**config.mk**
```make
export PLATFORM = sky130hd
export DESIGN_NAME = layer_compositor
export DESIGN_NICKNAME = d
export VERILOG_FILES = /design/src/rtl/compositor_pkg.sv /design/src/rtl/layer_compositor_fade_ctrl.sv /design/src/rtl/layer_compositor.sv
export SDC_FILE = /design/constraint.sdc
export NUM_CORES = 2
export LEC_CHECK = 0
export ABC_AREA = 1
export CORE_MARGIN = 8
export CORE_UTILIZATION = 30
export CTS_CLUSTER_DIAMETER = 60
export CTS_CLUSTER_SIZE = 14
export DETAILED_ROUTE_END_ITERATION = 8
export PLACE_DENSITY_LB_ADDON = 0.25
export SYNTH_ARGS = -nofsm -noshare
export SYNTH_HDL_FRONTEND = slang
export SYNTH_SLANG_ARGS = --single-unit
```
**constraint.sdc**
```tcl
create_clock -name Clk -period 12.2 [get_ports Clk]
set_clock_uncertainty 0.05 [all_clocks]
set_input_delay 1.22 -clock Clk [delete_from_list [all_inputs] [get_ports Clk]]
set_output_delay 1.22 -clock Clk [all_outputs]
set_load 0.01 [all_outputs]
```
**src/rtl/compositor_pkg.sv**
```systemverilog
// Shared types and helpers for the layer compositor: fade FSM states,
// one-hot game status encodings, RGB colour struct and status decoder.
package compositor_pkg;

  typedef enum logic [1:0] {
    IDLE     = 2'd0,
    FADE_OUT = 2'd1,
    FADE_IN  = 2'd2
  } fade_state_t;

  // One-hot encodings of the existing game status bus.
  localparam logic [4:0] STATUS_SELECT = 5'b00001;
  localparam logic [4:0] STATUS_WAIT   = 5'b00010;
  localparam logic [4:0] STATUS_PLAY   = 5'b00100;
  localparam logic [4:0] STATUS_WIN    = 5'b01000;
  localparam logic [4:0] STATUS_LOSE   = 5'b10000;

  typedef struct packed {
    logic [7:0] r;
    logic [7:0] g;
    logic [7:0] b;
  } rgb_t;

  // Bit position of a one-hot vector of the given width; any vector that is
  // not exactly one-hot (zero or multi-hot) maps to 'width', the invalid index.
  function automatic int onehot_to_idx(input logic [31:0] oh, input int width);
    int idx;
    int cnt;
    idx = width;
    cnt = 0;
    for (int i = 0; i < 32; i++) begin
      if (i < width && oh[i]) begin
        idx = i;
        cnt++;
      end
    end
    if (cnt != 1) idx = width;
    return idx;
  endfunction

endpackage

```
**src/rtl/layer_compositor_fade_ctrl.sv**
```systemverilog
// Fade controller: on a status change the brightness level ramps down to
// black, the displayed palette switches while dark, then ramps back up.
// All level movement and state transitions happen on frame_start.
module fade_ctrl
  import compositor_pkg::*;
#(
  parameter int SW        = 3,
  parameter int FADE_BITS = 4,
  parameter int FADE_STEP = 2
) (
  input  logic                 clk,
  input  logic                 rst_n,
  input  logic                 frame_start,
  input  logic [SW-1:0]        req_idx,
  output logic [FADE_BITS:0]   level,
  output logic [SW-1:0]        disp_idx,
  output logic                 fade_busy
);

  localparam int FULL_I = 2 ** FADE_BITS;
  localparam int LIM_I  = FULL_I - FADE_STEP;
  localparam logic [FADE_BITS:0] FULL   = FULL_I[FADE_BITS:0];
  localparam logic [FADE_BITS:0] STEP   = FADE_STEP[FADE_BITS:0];
  localparam logic [FADE_BITS:0] UP_LIM = LIM_I[FADE_BITS:0];

  fade_state_t       state;
  logic [SW-1:0]     pend_idx;
  logic [FADE_BITS:0] lvl_dn;
  logic [FADE_BITS:0] lvl_up;

  // Saturating next levels for one fade step in either direction.
  assign lvl_dn    = (level > STEP) ? level - STEP : '0;
  assign lvl_up    = (level >= UP_LIM) ? FULL : level + STEP;
  assign fade_busy = (state != IDLE);

  // Fade state machine with level, displayed and pending status index.
  // NOTE: sequential state uses non-blocking assignments so every register
  // samples pre-edge values regardless of statement order.
  always_ff @(posedge clk or negedge rst_n) begin
    if (!rst_n) begin
      state    <= IDLE;
      level    <= FULL;
      disp_idx <= '0;
      pend_idx <= '0;
    end else begin
      case (state)
        IDLE: begin
          if (frame_start && req_idx != disp_idx) begin
            pend_idx <= req_idx;
            state    <= FADE_OUT;
          end
        end
        FADE_OUT: begin
          pend_idx <= req_idx;
          if (frame_start) begin
            level <= lvl_dn;
            if (lvl_dn == '0) begin
              disp_idx <= pend_idx;
              state    <= FADE_IN;
            end
          end
        end
        FADE_IN: begin
          if (frame_start) begin
            if (req_idx != disp_idx) begin
              pend_idx <= req_idx;
              state    <= FADE_OUT;
            end else begin
              level <= lvl_up;
              if (lvl_up == FULL) state <= IDLE;
            end
          end
        end
        default: state <= IDLE;
      endcase
    end
  end

endmodule

```
**src/rtl/layer_compositor.sv**
```systemverilog
// Three-stage pixel compositor: priority-encodes layer hits, looks the colour
// up in a runtime-writable per-status palette (with optional background
// gradient), then scales by the fade level before driving the VGA pins.
module layer_compositor
  import compositor_pkg::*;
#(
  parameter int N_LAYERS  = 8,
  parameter int N_STATUS  = 5,
  parameter int FADE_BITS = 4,
  parameter int FADE_STEP = 2,
  parameter int GRAD_EN   = 1,
  localparam int N_ENTRIES = N_STATUS * (N_LAYERS + 1),
  localparam int AW        = $clog2(N_ENTRIES)
) (
  input  logic                Clk,
  input  logic                Reset_n,
  input  logic                pix_valid,
  input  logic                frame_start,
  input  logic [N_STATUS-1:0] status,
  input  logic [N_LAYERS-1:0] layer_hit,
  input  logic [9:0]          DrawX,
  input  logic [9:0]          DrawY,
  input  logic                pal_we,
  input  logic [AW-1:0]       pal_addr,
  input  logic [23:0]         pal_data,
  output logic [7:0]          VGA_R,
  output logic [7:0]          VGA_G,
  output logic [7:0]          VGA_B,
  output logic                out_valid,
  output logic                fade_busy
);

  localparam int LW = $clog2(N_LAYERS + 1);
  localparam int SW = $clog2(N_STATUS + 1);

  rgb_t               palette [N_ENTRIES];
  logic [SW-1:0]      req_idx;
  logic [SW-1:0]      disp_idx;
  logic [FADE_BITS:0] level;
  logic [LW-1:0]      layer_enc;
  logic               s1_valid;
  logic [LW-1:0]      s1_layer;
  logic [6:0]         s1_xq;
  logic               s2_valid;
  rgb_t               s2_rgb;
  rgb_t               s2_next;
  rgb_t               pal_entry;
  logic [AW-1:0]      rd_addr;
  logic [7:0]         grad;
  logic               unused_bits;

  assign unused_bits = ^{DrawY, DrawX[2:0]};
  assign req_idx     = SW'(onehot_to_idx(32'(status), N_STATUS));

  fade_ctrl #(
    .SW        (SW),
    .FADE_BITS (FADE_BITS),
    .FADE_STEP (FADE_STEP)
  ) u_fade (
    .clk         (Clk),
    .rst_n       (Reset_n),
    .frame_start (frame_start),
    .req_idx     (req_idx),
    .level       (level),
    .disp_idx    (disp_idx),
    .fade_busy   (fade_busy)
  );

  // Unsigned 8 x (FADE_BITS+1) multiply, keeping the integer part.
  function automatic logic [7:0] scale_chan(input logic [7:0] c,
                                            input logic [FADE_BITS:0] lvl);
    logic [8+FADE_BITS:0] p;
    p = {{(FADE_BITS+1){1'b0}}, c} * {8'd0, lvl};
    return p[FADE_BITS +: 8];
  endfunction

  // Palette storage, written synchronously; out-of-range addresses dropped.
  // NOTE: the palette must read as all-zero after reset, so it is built from
  // resettable flops rather than left to an uninitialised RAM.
  always_ff @(posedge Clk or negedge Reset_n) begin
    if (!Reset_n) begin
      for (int i = 0; i < N_ENTRIES; i++) palette[i] <= '0;
    end else if (pal_we && int'(pal_addr) < N_ENTRIES) begin
      palette[pal_addr] <= pal_data;
    end
  end

  // Priority encoder: lowest set hit bit wins, none set selects background.
  // NOTE: every always_comb output gets a default first so no path leaves
  // it unassigned, which would otherwise infer a latch.
  always_comb begin
    layer_enc = LW'(N_LAYERS);
    for (int i = N_LAYERS - 1; i >= 0; i--) begin
      if (layer_hit[i]) layer_enc = LW'(i);
    end
  end

  // Stage 1: register valid, resolved layer and gradient coordinate.
  always_ff @(posedge Clk or negedge Reset_n) begin
    if (!Reset_n) begin
      s1_valid <= 1'b0;
      s1_layer <= '0;
      s1_xq    <= '0;
    end else begin
      s1_valid <= pix_valid;
      s1_layer <= layer_enc;
      s1_xq    <= DrawX[9:3];
    end
  end

  // Palette lookup with black for an invalid status and background gradient.
  always_comb begin
    rd_addr   = '0;
    pal_entry = '0;
    grad      = {1'b0, s1_xq};
    if (int'(disp_idx) < N_STATUS) begin
      rd_addr   = AW'(int'(disp_idx) * (N_LAYERS + 1) + int'(s1_layer));
      pal_entry = palette[rd_addr];
    end
    s2_next = pal_entry;
    if (GRAD_EN != 0 && s1_layer == LW'(N_LAYERS)) begin
      s2_next.b = (pal_entry.b > grad) ? pal_entry.b - grad : 8'd0;
    end
  end

  // Stage 2: register the looked-up colour.
  always_ff @(posedge Clk or negedge Reset_n) begin
    if (!Reset_n) begin
      s2_valid <= 1'b0;
      s2_rgb   <= '0;
    end else begin
      s2_valid <= s1_valid;
      s2_rgb   <= s2_next;
    end
  end

  // Stage 3: fade scaling; outputs hold while no valid pixel arrives.
  always_ff @(posedge Clk or negedge Reset_n) begin
    if (!Reset_n) begin
      out_valid <= 1'b0;
      VGA_R     <= '0;
      VGA_G     <= '0;
      VGA_B     <= '0;
    end else begin
      out_valid <= s2_valid;
      if (s2_valid) begin
        VGA_R <= scale_chan(s2_rgb.r, level);
        VGA_G <= scale_chan(s2_rgb.g, level);
        VGA_B <= scale_chan(s2_rgb.b, level);
      end
    end
  end

endmodule

```
==> results.cfg <==
[routing]
viasPerCell = 5.05
drt_first_iter_violations = 4545
ant_nets = 0
avgRoutedWirePerCell_um = 19.9
vias = 45318
drc = 0
drtPass1Iterations = 5
totalWireLength_um = 178000

[cells_and_area]
final_cell_mix = nand2_1, o21ai_0, dfrtp_1
drive_gt1_frac = 0.0599
area_growth_pct = 10.7
fillers = 19470
ff_latch_area_um2 = 28900
num-nets-final = 6610
layout_commonest_cell = nand2_1
post-route-util = 0.334
multi_input_area_um2 = 23200

[run]
maxCapViolCount = 0

[grt]
grt_overflow = 0
antenna_found_initial = 7
grt_pass1_wl_um = 276000
grt_pass1_vias = 44042
grt_use_total = 0.175
grt_max_degree = 168

[power_and_ir_drop]
switching_share = 0.427
ir_drop_mv = 0.269
p_per_area_nw_per_um2 = 228
p_comb_frac = 0.411
p_switching_w = 0.00600
power.leakage_nw = 28.0
power_frac_clock = 0.260
seqPwrFrac = 0.329
p_int_w = 0.00806

[sta]
maxSlewViolCount = 0
worstMarginPinSlew_ns = 1.18
rsz0062_at_grt = false
period_share = 0.516
setup_violations = 0
max_freq_mhz = 159
max-slew-margin-rel = 0.208
fin_setup_tns_ns = 0
hold_viol_final = 0
period_minus_slack_ns = 6.29

[status]
status = finished, final reports clean

[worst_setup_path]
path_class = flop to flop
critPathMostFrequentCell = nand2_1
worstSetupStartpointType = flop
path_max_fanout = 91
rrSetupSlack_ns = 5.91
end_kind = flop
worstPathArrival_ns = 6.87
crit_path_max_incr_delay_ns = 0.80
slowest_stage = ha_4
required_ns = 12.77

[clocking]
cts_repair_resize_count = 0
clkLatencyLatePin_ns = 0.75
postCtsHoldBufs = 0
clock_path_buffers = 3
cts_setup_buffers = 0
clk_pin_slew_ns = 0.06
cts_tree = built
cts_buffers = 110
cts_root_buf = clkbuf_16
cts_sinks = 1155
h-tree-depth = 3

[logic_synthesis]
yosys_warnings = 0
synthesis.area_um2 = 55700
synthFlopType = dfrtp_1
synth-seq-cells = 1155
synth_cell_type_count = 57
synthesis.instances = 6673
syn_avg_cell_area_um2 = 8.35
syn-num-nets = 6869
synthArstFlopShare = 1.00
synth_enable_flop_cells = 0
synth_seq_area_share = 0.519

[floorplanning]
io-pin-count = 94
row_count = 158
die_h_um = 447
start_util = 0.301
die-area_um2 = 200000
die_w_um = 447
core_area_um2 = 185000

[place]
dpl.hpwl_um = 96600
finalWeightedCongestion = 0.771
io_buffers = 80

[worst_hold_path]
hold_path_class = flop to flop
## metal layers
layer  wire length [um]  up-vias  track usage
met5                  0        -            0
met4               4210        0       0.0441
met3               9430      236       0.0242
met2              82200     1162        0.286
met1              82600    22386        0.246
li1                   -    21534            -
## registers in the layout, indices dropped and copies added, names as in the netlist, 3 cells and up
name,count
s1_xq,7
VGA_R,8
u_fade.pend_idx,3
s2_rgb,24
VGA_B,8
u_fade.disp_idx,3
palette,1080
s1_layer,4
VGA_G,8
u_fade.level,5
## synthesized netlist by cell type, drive strengths merged (6+ instances only)
cell type     n  area [um^2]
o311ai       40          350
o22ai         6         37.5
fa           50         1000
a221oi       43          377
nand4        13         81.3
dfrtp      1154        28900
nand3       114          598
nor2        379         1430
a32o          8         80.1
o21ai      1344         6750
clkbuf      259          975
xnor2         9         78.8
o2111ai      32          280
a211oi      120          901
xor2         13          114
buf         303         1880
a31oi        27          169
a22oi        26          195
a21oi       256         1280
nand2      2082         7860
ha           78          976
nor3         19          105
a22o          7         61.3
nor4          7          104
inv         261          987
## metrics by stage
stage | setup WS, ns | cell area [um^2] | total power (W) | cells | hold slack [ns]
floorplan | 7.88 | 55700 | 0.00842 | 6673 | 0.281
detailed placement | 5.91 | 57900 | 0.0105 | 8782 | 0.291
global route | 5.37 | 61700 | 0.0150 | 8976 | 0.318
global placement | 5.91 | 57900 | 0.0104 | 8782 | 0.295
finish | 5.91 | 61700 | 0.0141 | 8977 | 0.308
CTS | 5.89 | 61700 | 0.0142 | 8976 | 0.314
## path summary, 6_finish.rpt
| kind | from | endpoint | cells after the start |
|---|---|---|---|
| setup reg to reg | u_fade.disp_idx[0]$_DFFE_PN0P_ | s2_rgb[4]$_DFF_PN0_ | 25 |
| max in group asynchronous | Reset_n | palette[584]$_DFFE_PN0P_ | 4 |
| setup / recovery | u_fade.disp_idx[0]$_DFFE_PN0P_ | s2_rgb[4]$_DFF_PN0_ | 25 |
| min in group asynchronous | Reset_n | u_fade.disp_idx[0]$_DFFE_PN0P_ | 1 |
| hold reg to reg | s1_valid$_DFF_PN0_ | s2_valid$_DFF_PN0_ | 0 |
| hold / removal | s1_valid$_DFF_PN0_ | s2_valid$_DFF_PN0_ | 0 |
## power groups by stage
stage / registers (W) / logic, W / clock network [W]
global placement: 0.00467 / 0.00574 / 0
finish: 0.00462 / 0.00578 / 0.00366
detailed placement: 0.00469 / 0.00578 / 0
global route: 0.00468 / 0.00642 / 0.00390
floorplan: 0.00462 / 0.00380 / 0
CTS: 0.00462 / 0.00579 / 0.00375
## cell families (layout without fill, tap and decap cells)
family          count (synthesis)  in the layout  share of synthesized area
simple gates                 2617           2617                      0.183
other cells                     0              1                          0
flops                        1155           1155                      0.519
xor+xnor                       22             22                    0.00346
compound gates               1927           1927                      0.191
buf+inv                       824            647                     0.0689
fa+ha+maj                     128            128                     0.0355
## worst max-delay path: cells and delay by family, from the launching register on
kind	cells	cell delay [ns]
adders and majority gates	3	1.43
buffers and inverters	5	1.50
and+or+nand+nor	12	1.67
DFF	1	0.47
AOI/OAI and AO/OA	5	0.91
## area by class of cell
cell class | count | area share
multi-input cells | 4694 | 0.376
repair buffers | 191 | 0.0276
well taps | 2480 | 0.0503
clock buffers | 140 | 0.0499
flip-flops and latches | 1155 | 0.468
clock inverters | 54 | 0.0117
inverters | 262 | 0.0164
diodes | 1 | 0.0000405
No activity file was read; power rests on OpenSTA's default activity.
